## src/rtl/rv32v_rob_wb_arbiter.sv

```systemverilog
// Round-robin write-back arbiter from the vector FUs into the single ROB result port.
// Multi-beat bursts hold the grant via a lock; the output is a registered 1-deep stage.
module rv32v_rob_wb_arbiter #(
  parameter int N_REQ = 6,
  parameter int PW    = 96,
  parameter int ID_W  = 3
) (
  input  logic               CLK,
  input  logic               nRST,
  input  logic               flush,
  input  logic [N_REQ-1:0]   req_valid,
  input  logic [N_REQ-1:0]   req_last,
  input  logic [N_REQ*PW-1:0] req_payload,
  output logic [N_REQ-1:0]   req_ready,
  output logic               out_valid,
  output logic [PW-1:0]      out_payload,
  output logic [ID_W-1:0]    out_src,
  output logic               out_last,
  input  logic               out_ready,
  output logic               locked
);

  logic              r_out_valid;
  logic [PW-1:0]     r_out_payload;
  logic [ID_W-1:0]   r_out_src;
  logic              r_out_last;
  logic              r_locked;
  logic [ID_W-1:0]   r_lock_id;
  logic [ID_W-1:0]   r_rr_ptr;

  logic              w_load_en;
  logic [N_REQ-1:0]  w_elig;
  logic              w_found_hi;
  logic              w_found_lo;
  logic [ID_W-1:0]   w_gnt_hi;
  logic [ID_W-1:0]   w_gnt_lo;
  logic              w_found;
  logic [ID_W-1:0]   w_gnt;
  logic [N_REQ-1:0]  w_gnt_oh;
  logic [PW-1:0]     w_gnt_payload;
  logic              w_gnt_last;
  logic              w_xfer;

  assign w_load_en = !flush && (!r_out_valid || out_ready);

  always_comb begin
    w_elig = '0;
    for (int i = 0; i < N_REQ; i++) begin
      w_elig[i] = req_valid[i] && (!r_locked || (r_lock_id == ID_W'(i)));
    end
  end

  // Descending scan leaves the lowest eligible index; the "hi" pick only considers
  // indices at or above rr_ptr, so it wins over the wrapped "lo" pick.
  always_comb begin
    w_found_hi = 1'b0;
    w_found_lo = 1'b0;
    w_gnt_hi   = '0;
    w_gnt_lo   = '0;
    for (int i = N_REQ - 1; i >= 0; i--) begin
      if (w_elig[i]) begin
        w_found_lo = 1'b1;
        w_gnt_lo   = ID_W'(i);
        if (i >= int'(r_rr_ptr)) begin
          w_found_hi = 1'b1;
          w_gnt_hi   = ID_W'(i);
        end
      end
    end
  end

  assign w_found = w_found_hi || w_found_lo;
  assign w_gnt   = w_found_hi ? w_gnt_hi : w_gnt_lo;
  assign w_xfer  = w_load_en && w_found && nRST;

  always_comb begin
    w_gnt_oh      = '0;
    w_gnt_payload = '0;
    w_gnt_last    = 1'b0;
    for (int i = 0; i < N_REQ; i++) begin
      if (w_gnt == ID_W'(i)) begin
        w_gnt_oh[i]   = 1'b1;
        w_gnt_payload = req_payload[i*PW +: PW];
        w_gnt_last    = req_last[i];
      end
    end
  end

  assign req_ready = w_xfer ? w_gnt_oh : '0;

  always_ff @(posedge CLK or negedge nRST) begin
    if (!nRST) begin
      r_out_valid   <= 1'b0;
      r_out_payload <= '0;
      r_out_src     <= '0;
      r_out_last    <= 1'b0;
      r_locked      <= 1'b0;
      r_lock_id     <= '0;
      r_rr_ptr      <= '0;
    end else if (flush) begin
      r_out_valid <= 1'b0;
      r_locked    <= 1'b0;
    end else if (w_xfer) begin
      r_out_valid   <= 1'b1;
      r_out_payload <= w_gnt_payload;
      r_out_src     <= w_gnt;
      r_out_last    <= w_gnt_last;
      if (w_gnt_last) begin
        r_locked <= 1'b0;
        r_rr_ptr <= (w_gnt == ID_W'(N_REQ - 1)) ? '0 : w_gnt + ID_W'(1);
      end else begin
        r_locked  <= 1'b1;
        r_lock_id <= w_gnt;
      end
    end else if (out_ready) begin
      r_out_valid <= 1'b0;
    end
  end

  assign out_valid   = r_out_valid;
  assign out_payload = r_out_payload;
  assign out_src     = r_out_src;
  assign out_last    = r_out_last;
  assign locked      = r_locked;

endmodule
```

## config.mk

```make
export PLATFORM = sky130hd
export DESIGN_NAME = rv32v_rob_wb_arbiter
export DESIGN_NICKNAME = d
export VERILOG_FILES = /design/src/rtl/rv32v_rob_wb_arbiter.sv
export SDC_FILE = /design/constraint.sdc
export NUM_CORES = 1
export LEC_CHECK = 0
export BUFFER_PORTS_ARGS = -buffer_cell sky130_fd_sc_hd__buf_2
export CAP_MARGIN = 20
export CORE_AREA = 2 2 272 274
export DETAILED_ROUTE_END_ITERATION = 7
export DIE_AREA = 0 0 274 276
export PLACE_DENSITY = 0.44
export SETUP_SLACK_MARGIN = 0.05
export SLEW_MARGIN = 20
export SYNTH_ARGS = -nofsm -noshare
export SYNTH_HDL_FRONTEND = slang
export SYNTH_SLANG_ARGS = --single-unit
```

## constraint.sdc

```tcl
create_clock -name CLK -period 4.85 [get_ports CLK]
set_input_delay 0.7275 -clock CLK [delete_from_list [all_inputs] [get_ports CLK]]
set_output_delay 0.7275 -clock CLK [all_outputs]
set_load 0.005 [all_outputs]
```

==> out/qor.yml, run 1 <==
final.min_clock_period_ps: 4065
synth_nets: 1852
power.density_nw_per_um2: 569.7
grt_pass1_vias: 12430
maxSlewViolCount: 0
setup-violations-final: 0
antenna_found_initial: 3
maxCapViolations: 0
arrival_ps: 3340
rsz0062_at_grt: "no"
grt_pass1_wl_um: 81110
final_nets: 2480
max_freq_mhz: 246.0
ys_async_sr_fraction_pct: 100.0
hold_violations: 0
ioPinCount: 700
synth_edf_count: 0
track_usage_pct: 14.16
syn_to_final_growth_pct: 48.57
clock_path_buffers: 2
dr.pass1.iters: 5
seq_area_frac_synth_pct: 26.94
fillers: 8326
period_share_pct: 83.82
syn_inst: 1259
start_util_pct: 13.82
syn_area_um2: 10030
worstSetupPathType: "flop to primary output"
numCtsBuffers: 9
cts_resized: 0
crit_fanout: 19
tightest_slew_ps: 881.0
placed_cell_area_um2: 14570
p_leak_nw: 7.135
slowest_delay_ps: 610
r2r_slack_ps: 850
slew_headroom_pct: 41.21
clock_sinks: 108
vdd_drop_max_mv: 0.4612
grt-ovfl-total: 0
die_x_um: 274
dieArea_um2: 75620
die_y_um: 276
cp_top_family: "compound AO/OA/AOI/OAI gates"
r2r_end: "out_payload[86]"
dpl.hpwl_um: 42270
status: "finished, final reports clean"
cpMaxStageDelayCell: "dfrtp_1"
synthFlopType: "dfrtp_1"
gp_congestion: 0.8542
postLayoutCellArea_um2: 14900
fin_worst_skew_ps: 16.43
insertion_delay_ps: 400
ctsHoldBuffers: 0
critPathLaunchType: "flop"
core_area_um2: 72590
num_rows: 99
ant_nets: 0
wirelength_um: 55470
crit_required_ps: 4120
port-buffer-count: 699
drc: 0
end_kind: "primary output"
grt_max_degree: 96
synth.avg_cell_area_um2: 7.967
hp-class: "primary input to asynchronous set/reset pin"
synth_warnings: 0
cts_setup_buffers: 0
total_power_mw: 8.490
r2r-start: "r_lock_id[0]"
wl_per_cell_um: 19.44
drive_gt1_share_pct: 44.19
viasPerCell: 4.273
clkSlewWorstSetupHoldPaths_ps: 90
cts_tree: "built"
reg2reg_depth: 11
drtIter0Drc: 642
cts_max_level: 3
final_util_pct: 20.53
root_buffer: "clkbuf_16"
path_cells: "mux2_2 -> a32oi_2 -> o21bai_2 -> nand4_1 -> o21a_4 -> nor2_1 -> ha_4 -> and2_1 -> buf_2"
via_count: 12190
tns_ps: 0
worst-path-buf-inv: 1
ys_ff_latch: 108
ys_types: 68
-- stage by stage --
step,hold slack (ps),std cells,worst slack (ps)
4_1_cts,168.1,2851,713.8
6_report,195.3,2854,784.7
3_5_place_dp,473.4,2835,696.8
5_1_grt,176.2,2854,580.4
3_3_place_gp,465.2,2835,756.3
2_1_floorplan,431.9,1259,578.8
-- logic make-up after synthesis --
| logic type | synth area share [%] |
|---|---|
| simple gates | 18.32 |
| fa+ha+maj | 0.1247 |
| mux | 3.268 |
| buf+inv | 8.806 |
| flops | 26.94 |
| compound gates | 42.53 |
-- worst register-to-register path, delay by kind of cell (launching register included) --
family          cells  cell delay (ps)
compound gates      6             1660
flops               1              610
simple gates        2              420
mux                 1              400
fa+ha+maj           1              400
buf+inv             1              400
-- synth_stat cells, types with 10 or more instances --
library cell | instances | area [um^2]
nand2_1 | 263 | 987.2
dfrtp_1 | 108 | 2703
inv_1 | 80 | 300.3
mux2i_1 | 26 | 260.3
clkbuf_1 | 70 | 262.8
a2111oi_0 | 20 | 175.2
a221oi_2 | 10 | 150.1
a21oi_1 | 163 | 815.8
a22o_1 | 23 | 201.4
a2111oi_4 | 48 | 1321
a211o_1 | 12 | 105.1
nor2_1 | 161 | 604.3
a31oi_1 | 23 | 143.9
o211ai_1 | 23 | 172.7
a221o_1 | 12 | 120.1
buf_2 | 27 | 135.1
a221oi_1 | 51 | 446.7
o21ai_0 | 48 | 240.2
-- per-layer routing --
layer  wire, um  vias up  track usage, %
met5          0        -               0
met4       1557        0           5.045
met3       3072       67           2.475
met2      26770      483           23.94
met1      24070     5847           17.92
li1           -     5797               -
-- state kept, by name (all words and copies together), names as in the netlist --
name and cells:
locked 1, out_last 1, out_payload 96, out_src 3
out_valid 1, r_lock_id 3, r_rr_ptr 3
-- worst max path at each step --
stage,start,end,slack [ps],cells past startpoint
floorplan,req_valid[5],req_ready[3],580,13
global placement,req_valid[5],r_lock_id[0],760,13
detailed placement,req_valid[5],r_lock_id[2],700,13
CTS,r_lock_id[0],req_ready[3],710,9
global route,r_lock_id[0],req_ready[3],580,9
finish,r_lock_id[0],req_ready[3],780,9
-- cell type report --
type	instances	area [um^2]	area share (%)
diodes	3	7.507	0.05037
clock inverters	7	102.6	0.6884
repair buffers	733	3872	25.98
multi-input cells	955	6492	43.56
flip-flops and latches	108	2703	18.13
inverters	80	300.3	2.015
well taps	959	1200	8.051
clock buffers	9	225.2	1.511
-- power breakdown --
part / internal [mW] / switching [mW] / leakage, nW / total (mW)
registers: 1.30 / 0.298 / 1.36 / 1.60
clock network: 0.464 / 0.449 / 0.163 / 0.913
logic: 2.10 / 3.88 / 5.61 / 5.98
total: 3.86 / 4.63 / 7.14 / 8.49
-- placed cells by master (no fill, tap or decap), types with 4 or more instances in the layout --
cell,instances
nor2_1,160
a31oi_1,23
a2111oi_0,20
o211ai_1,23
a2111oi_4,48
a221oi_1,51
mux2_1,4
buf_2,698
a211o_1,12
a221oi_2,10
buf_4,25
o21ai_0,48
mux2i_1,26
a2111oi_2,5
nand2_1,262
inv_1,80
a22o_1,23
buf_12,9
a21oi_1,163
a221o_1,12
dfrtp_1,108
nand2b_1,4
clkbuf_16,9
No activity file was read; power rests on OpenSTA's default activity.
==> run 2, diff against run 1 <==
--- a/config.mk
+++ b/config.mk
@@ -5,12 +5,13 @@
 export SDC_FILE = /design/constraint.sdc
 export NUM_CORES = 1
 export LEC_CHECK = 0
+export ABC_AREA = 1
 export BUFFER_PORTS_ARGS = -buffer_cell sky130_fd_sc_hd__buf_2
 export CAP_MARGIN = 20
-export CORE_AREA = 2 2 272 274
+export CORE_AREA = 2 2 275 277
 export DETAILED_ROUTE_END_ITERATION = 7
-export DIE_AREA = 0 0 274 276
-export PLACE_DENSITY = 0.44
+export DIE_AREA = 0 0 277 279
+export PLACE_DENSITY = 0.43
 export SETUP_SLACK_MARGIN = 0.05
 export SLEW_MARGIN = 20
 export SYNTH_ARGS = -nofsm -noshare
==> constraint.sdc (replaced) <==
create_clock -name CLK -period 3.8 [get_ports CLK]
set_input_delay 0.57 -clock CLK [delete_from_list [all_inputs] [get_ports CLK]]
set_output_delay 0.57 -clock CLK [all_outputs]
set_load 0.005 [all_outputs]
==> run 2 against run 1 <==
Worst setup slack worse by 420 ps. Routed wire length is 9.9% higher. Via count is 7.3% higher. Global-route usage is 1.0 points higher. Die area is 2.2% higher. Synthesized area is 3.3% lower. First-iteration DRC count is 12% lower. Hold slack better by 53 ps. Non-clock buffer count is 7 higher. Critical path type unchanged. Highest routed layer is now met5.
==> out/qor.yml, run 2 <==
drc: 0  # unchanged
grt-ovfl-total: 0  # unchanged
setup_ws_ps: 361.2  # -423.5 ps
start_util_pct: 13.10  # -0.72 points
synth_warnings: 0  # unchanged
critPathLaunchType: "flop"
synth_top_area_cell: "dfrtp_1"
largest_reg_flops: 96  # unchanged
cts_setup_buffers: 0  # unchanged
grt_pass1_vias: 13390  # +7.7%
fillers: 8664  # +4.1%
via_count: 13080  # +7.3%
insertion_delay_ps: 400  # about the same
synth_area_leaders: "dfrtp_1 28%, nand2_1 12%, inv_1 12%"
wirelength_um: 60950  # +9.9%
track_usage_pct: 15.19  # +1.0 points
ys_types: 30  # -56%
drtIter0Drc: 565  # -12%
synth_top_cell_area_share_pct: 27.86  # +0.92 points
final.min_clock_period_ps: 3439
p_leak_nw: 8.487  # +19%
ys_async_sr_fraction_pct: 100.0  # unchanged
power.density_nw_per_um2: 837.9  # +47%
num_rows: 100  # +1.0%
root_buffer: "clkbuf_16"
crit_required_ps: 3230  # -890 ps
worstSetupPathType: "flop to primary output"
die_y_um: 279  # +1.1%
synth_nets: 2230  # +20%
viasPerCell: 4.023  # -5.8%
ioPinCount: 700  # unchanged
rsz0062_at_grt: "no"
clock_sinks: 108  # unchanged
clock_path_buffers: 2  # unchanged
synth_edf_count: 0  # unchanged
yosysMostFrequentCell: "nand2_1"
drive_gt1_share_pct: 34.37  # -9.8 points
cts_resized: 0  # unchanged
port-buffer-count: 699  # unchanged
mostFrequentLayoutCells: "698 x buf_2, 318 x nand2_1, 296 x inv_1, 257 x nor2_1, 168 x o21ai_0"
wl_met2_um: 29860  # +12%
slew_headroom_pct: 59.90  # +19 points
ctsHoldBuffers: 0  # unchanged
gp_congestion: 0.8565  # +0.27%
maxCapViolations: 0  # unchanged
hp-class: "primary input to asynchronous set/reset pin"
syn_inst: 1637  # +30%
arrival_ps: 2870  # -470 ps
tightest_slew_ps: 601.5  # -279.4 ps
dr.pass1.iters: 5  # unchanged
dieArea_um2: 77280  # +2.2%
synthFlopType: "dfrtp_1"
topRoutingLayerUsed: "met5"
route.met3.wl_um: 3692  # +20%
final_common_cell: "buf_2"
grt_max_degree: 75  # -22%
maxSlewViolCount: 0  # unchanged
grt_pass1_wl_um: 86910  # +7.2%
ys_ff_latch: 108  # unchanged
crit_fanout: 21  # +2
max_freq_mhz: 290.8
core_area_um2: 74070  # +2.0%
period_share_pct: 90.50
dpl.hpwl_um: 47020  # +11%
die_x_um: 277  # +1.1%
wl_met1_um: 25300  # +5.1%
end_kind: "primary output"
multi_input_area_um2: 5348  # -18%
fin_worst_skew_ps: 16.79  # +0.3594 ps
ant_nets: 0  # unchanged
seq_area_um2: 2703  # unchanged
syn_to_final_growth_pct: 51.61
syn_area_um2: 9701  # -3.3%
wl_per_cell_um: 18.74  # -3.6%
final_nets: 2866  # +16%
antenna_found_initial: 12  # +9
pre_cts_slack_ps: 537.1  # -159.6 ps
final_util_pct: 19.85  # -0.68 points
numCtsBuffers: 9  # unchanged
setup-violations-final: 0  # unchanged
vdd_drop_max_mv: 0.9297  # +100%
tns_ps: 0  # unchanged
synth.avg_cell_area_um2: 5.926  # -26%
cts_max_level: 3  # unchanged
seq_area_frac_synth_pct: 27.86  # +0.92 points
cts_tree: "built"
synth_commonest_cells: "319 x nand2_1, 298 x inv_1, 257 x nor2_1"
hold_violations: 0  # unchanged
clkSlewWorstSetupHoldPaths_ps: 100  # about the same
status: "finished, final reports clean"
## run 2: changes by cell type in the layout (fill, tap and decap cells not counted), moves of 26 or more
cell	delta
a21oi_1	-64
inv_1	+216
o22ai_1	+94
a221oi_1	-51
nor2_1	+97
o21ai_0	+120
a22o_1	+50
o21ai_1	+50
nand2_1	+56
mux2i_1	-26
a2111oi_4	-48
## run 2: critical path, cell delays in order, from the launching register on
cell	delay (ps)
dfrtp_1	430
inv_1	120
nand3_1	120
a21boi_1	210
nand2_1	80
nand2_1	90
inv_1	70
nand2_2	100
nand2_1	50
nor2_1	190
nor2_4	100
nor2_1	190
ha_4	210
inv_6	90
buf_6	180
nor2_1	110
buf_2	120
## run 2: kinds of logic (layout without fill, tap and decap cells)
| kind of cell | Yosys count | after routing | share of synthesized area (%) |
|---|---|---|---|
| AND/OR/NAND/NOR | 615 | 615 | 25.00 |
| AO/OA/AOI/OAI | 492 | 492 | 29.58 |
| buffers and inverters | 421 | 1062 | 17.44 |
| flip-flops | 108 | 108 | 27.86 |
| adder cells (fa/ha/maj) | 1 | 1 | 0.1290 |
| other | 0 | 5 | 0 |
## run 2: layout make-up
class	count	share of cell area, %
Multi-Input combinational cell	1108	36.36
Clock buffer	11	1.651
Tap cell	969	8.244
Clock inverter	5	0.4084
Sequential cell	108	18.38
Timing Repair Buffer	740	26.97
Inverter	306	7.904
Antenna cell	5	0.08508
## run 2: per-stage QoR
stage	cells	hold slack, ps	area, um^2	power, mW
after floorplan	1637	274.4	9701	7.433
after global placement	3231	460.1	14390	11.41
after detailed placement	3231	463.5	14390	11.40
after CTS	3247	242.3	14690	12.60
after global routing	3250	263.4	14700	13.66
final	3252	248.6	14710	12.32
## run 2: routing by layer
layer / global-route usage (%) / up-vias
met1: 17.78 / 5936
met5: 0 / -
met4: 5.895 / 10
met2: 26.82 / 548
li1: - / 6499
met3: 3.481 / 91
## run 2: worst paths after layout
path	slack, ps	startpoint	cells past startpoint	to
max	360	r_lock_id[1]	16	req_ready[3]
min reg2reg	480	out_payload[70]	2	out_payload[70]
min	250	nRST	2	out_payload[27]
max reg2reg	660	r_lock_id[1]	18	out_payload[6]
min in group CLK	360	out_ready	2	out_valid
max in group asynchronous	2490	nRST	3	out_payload[88]
## run 2: power breakdown
part	total, mW	internal, mW	switching (mW)
Combinational	9.23	3.24	5.99
Sequential	1.99	1.66	0.331
Clock	1.10	0.536	0.564
==> run 3, diff against run 2 <==
==> constraint.sdc (replaced) <==
create_clock -name CLK -period 3.7 [get_ports CLK]
set_input_delay 0.555 -clock CLK [delete_from_list [all_inputs] [get_ports CLK]]
set_output_delay 0.555 -clock CLK [all_outputs]
set_load 0.005 [all_outputs]
==> run 3 against run 2 <==
Critical path depth is the same. Sequential power grew 3%. Final cell count grew 0.12%. Clock power grew 7%. Sequential share of layout area shrank 0.11 points. Critical path type unchanged. Critical endpoint unchanged. Largest cell class unchanged. Largest power group unchanged. Highest routed layer unchanged.
==> out/qor.yml, run 3 (synthesis results as in run 2) <==
status: "finished, final reports clean"
final_nets: 2870  # +0.14%
slew_headroom_pct: 50.25  # -9.7 points
tightest_slew_ps: 746.3  # +144.8 ps
viasPerCell: 4.042  # +0.46%
dpl.hpwl_um: 47840  # +1.7%
crit_required_ps: 3140  # -90 ps
period_share_pct: 90.63
cts_max_level: 3  # unchanged
port-buffer-count: 699  # unchanged
r2r_end: "r_rr_ptr[2]"
dieArea_um2: 77280  # unchanged
clkSlewWorstSetupHoldPaths_ps: 100  # about the same
cpMaxStageDelayCell: "dfrtp_1"
ant_nets: 0  # unchanged
core_area_um2: 74070  # unchanged
largest_reg_flops: 96  # unchanged
cts_tree: "built"
mostFrequentLayoutCells: "698 x buf_2, 318 x nand2_1, 296 x inv_1, 256 x nor2_1, 168 x o21ai_0"
drive_gt1_share_pct: 34.50  # +0.13 points
cts_setup_buffers: 0  # unchanged
antenna_found_initial: 13  # +1
worstSetupPathDepth: 16  # unchanged
root_buffer: "clkbuf_16"
clock_path_buffers: 2  # unchanged
slowest_delay_ps: 420  # about the same
hp-class: "primary input to flop"
endpoint: "req_ready[3]"
p_leak_nw: 8.535  # +0.57%
postLayoutCellArea_um2: 14800  # +0.62%
fin_worst_skew_ps: 19.39  # +2.608 ps
worst-path-buf-inv: 5  # unchanged
ioPinCount: 700  # unchanged
path_cells: "inv_1 -> nand3_1 -> a21boi_1 -> nand2_1 -> nand2_1 -> inv_1 -> nand2_2 -> nand2_1 -> nor2_2 -> nor2_4 -> nor2_1 -> ha_4 -> inv_8 -> buf_16 -> nor2_1 -> buf_2"
wl_per_cell_um: 18.92  # +0.96%
critPathLaunchType: "flop"
clock_sinks: 108  # unchanged
num_rows: 100  # unchanged
cp_top_family: "simple AND/OR/NAND/NOR gates"
setup-violations-final: 0  # unchanged
reg2reg_depth: 20  # +2
grt_max_degree: 75  # unchanged
gp_congestion: 0.8773  # +2.4%
grt_pass1_wl_um: 87160  # +0.29%
r2r_slack_ps: 550  # -110 ps
r2r-start: "r_lock_id[1]"
numCtsBuffers: 9  # unchanged
rsz0062_at_grt: "no"
worstSetupStartpoint: "r_lock_id[1]"
insertion_delay_ps: 400  # about the same
via_count: 13160  # +0.58%
track_usage_pct: 15.28  # +0.089 points
grt-ovfl-total: 0  # unchanged
final.min_clock_period_ps: 3353
max_freq_mhz: 298.2
dr.pass1.iters: 4  # -1
placed_cell_area_um2: 14410  # +0.19%
start_util_pct: 13.10  # unchanged
die_x_um: 277  # unchanged
maxCapViolations: 0  # unchanged
crit_fanout: 27  # +29%
die_y_um: 279  # unchanged
final_common_cell: "buf_2"
maxSlewViolCount: 0  # unchanged
hold_violations: 0  # unchanged
vdd_drop_max_mv: 0.4484  # -52%
worstSetupPathType: "flop to primary output"
total_power_mw: 12.88  # +4.5%
drtIter0Drc: 583  # +3.2%
syn_to_final_growth_pct: 52.55
cpMostUsedCell: "nand2_1"
wirelength_um: 61610  # +1.1%
power.density_nw_per_um2: 870.6  # +3.9%
arrival_ps: 2800  # -70 ps
tns_ps: 0  # unchanged
drc: 0  # unchanged
end_kind: "primary output"
grt_pass1_vias: 13390  # -0.060%
run 3: worst min path at each step:
| stage | from | to | slack, ps | depth (start not counted) |
|---|---|---|---|---|
| after CTS | out_ready | out_valid | 290 | 2 |
| final | out_ready | out_valid | 340 | 2 |
| after global routing | out_ready | out_valid | 330 | 2 |
| after detailed placement | nRST | out_payload[37] | 420 | 1 |
| after global placement | nRST | out_payload[37] | 420 | 1 |
| after floorplan | nRST | locked | 260 | 0 |
run 3: worst reg2reg max path: stages (launching register included):
cell and delay, ps:
dfrtp_1 420, inv_1 110, nand3_1 110, a21boi_1 210
nand2_1 70, nand2_1 90, inv_1 60, nand2_2 100
nand2_1 70, nor2_2 160, nor2_4 90, nor2_1 180
ha_4 210, buf_4 490, a21oi_1 140, nand2_1 110
nand2_2 80, nand2_2 100, nand2_1 110, nand2_1 100
nand2_1 50
run 3: what timing repair did:
item / in CTS / in global routing
resized for setup: 0 / 4
endpoints found under the setup margin: 0 / 1
endpoints found under the hold margin: 17 / 0
hold buffers: 1 / 0
run 3: through the flow:
step	hold WS [ps]	utilization [%]	instances	setup WS (ps)
after floorplan	259.4	-	1637	1128
after global placement	423.9	19.46	3233	491.4
after detailed placement	423.7	19.46	3233	501.1
after CTS	293.9	19.90	3249	117.8
after global routing	325.0	19.97	3254	72.15
final	339.9	19.98	3256	346.7
run 3: area by class of cell:
cell class | count | area (um^2)
antenna | 6 | 15.01
clock buffer | 9 | 225.2
clock inverter | 6 | 95.09
fill | 8723 | 59270
inverter | 306 | 1165
multi-input combinational | 1108 | 5350
sequential | 108 | 2703
tap | 969 | 1212
timing repair buffer | 744 | 4033
run 3: report_power, final:
group / switching, mW / leakage, nW / internal [mW]
registers: 0.340 / 1.37 / 1.71
clock network: 0.579 / 0.157 / 0.600
logic: 6.22 / 7.01 / 3.44
total: 7.14 / 8.54 / 5.75
run 3: per-layer routing:
metal | GRT usage (%) | vias to the layer above | part of all wire, %
li1 | - | 6514 | -
met1 | 17.48 | 5971 | 41
met2 | 27.41 | 577 | 49
met3 | 3.263 | 88 | 6.1
met4 | 6.508 | 10 | 3.5
met5 | 0 | - | 0.10
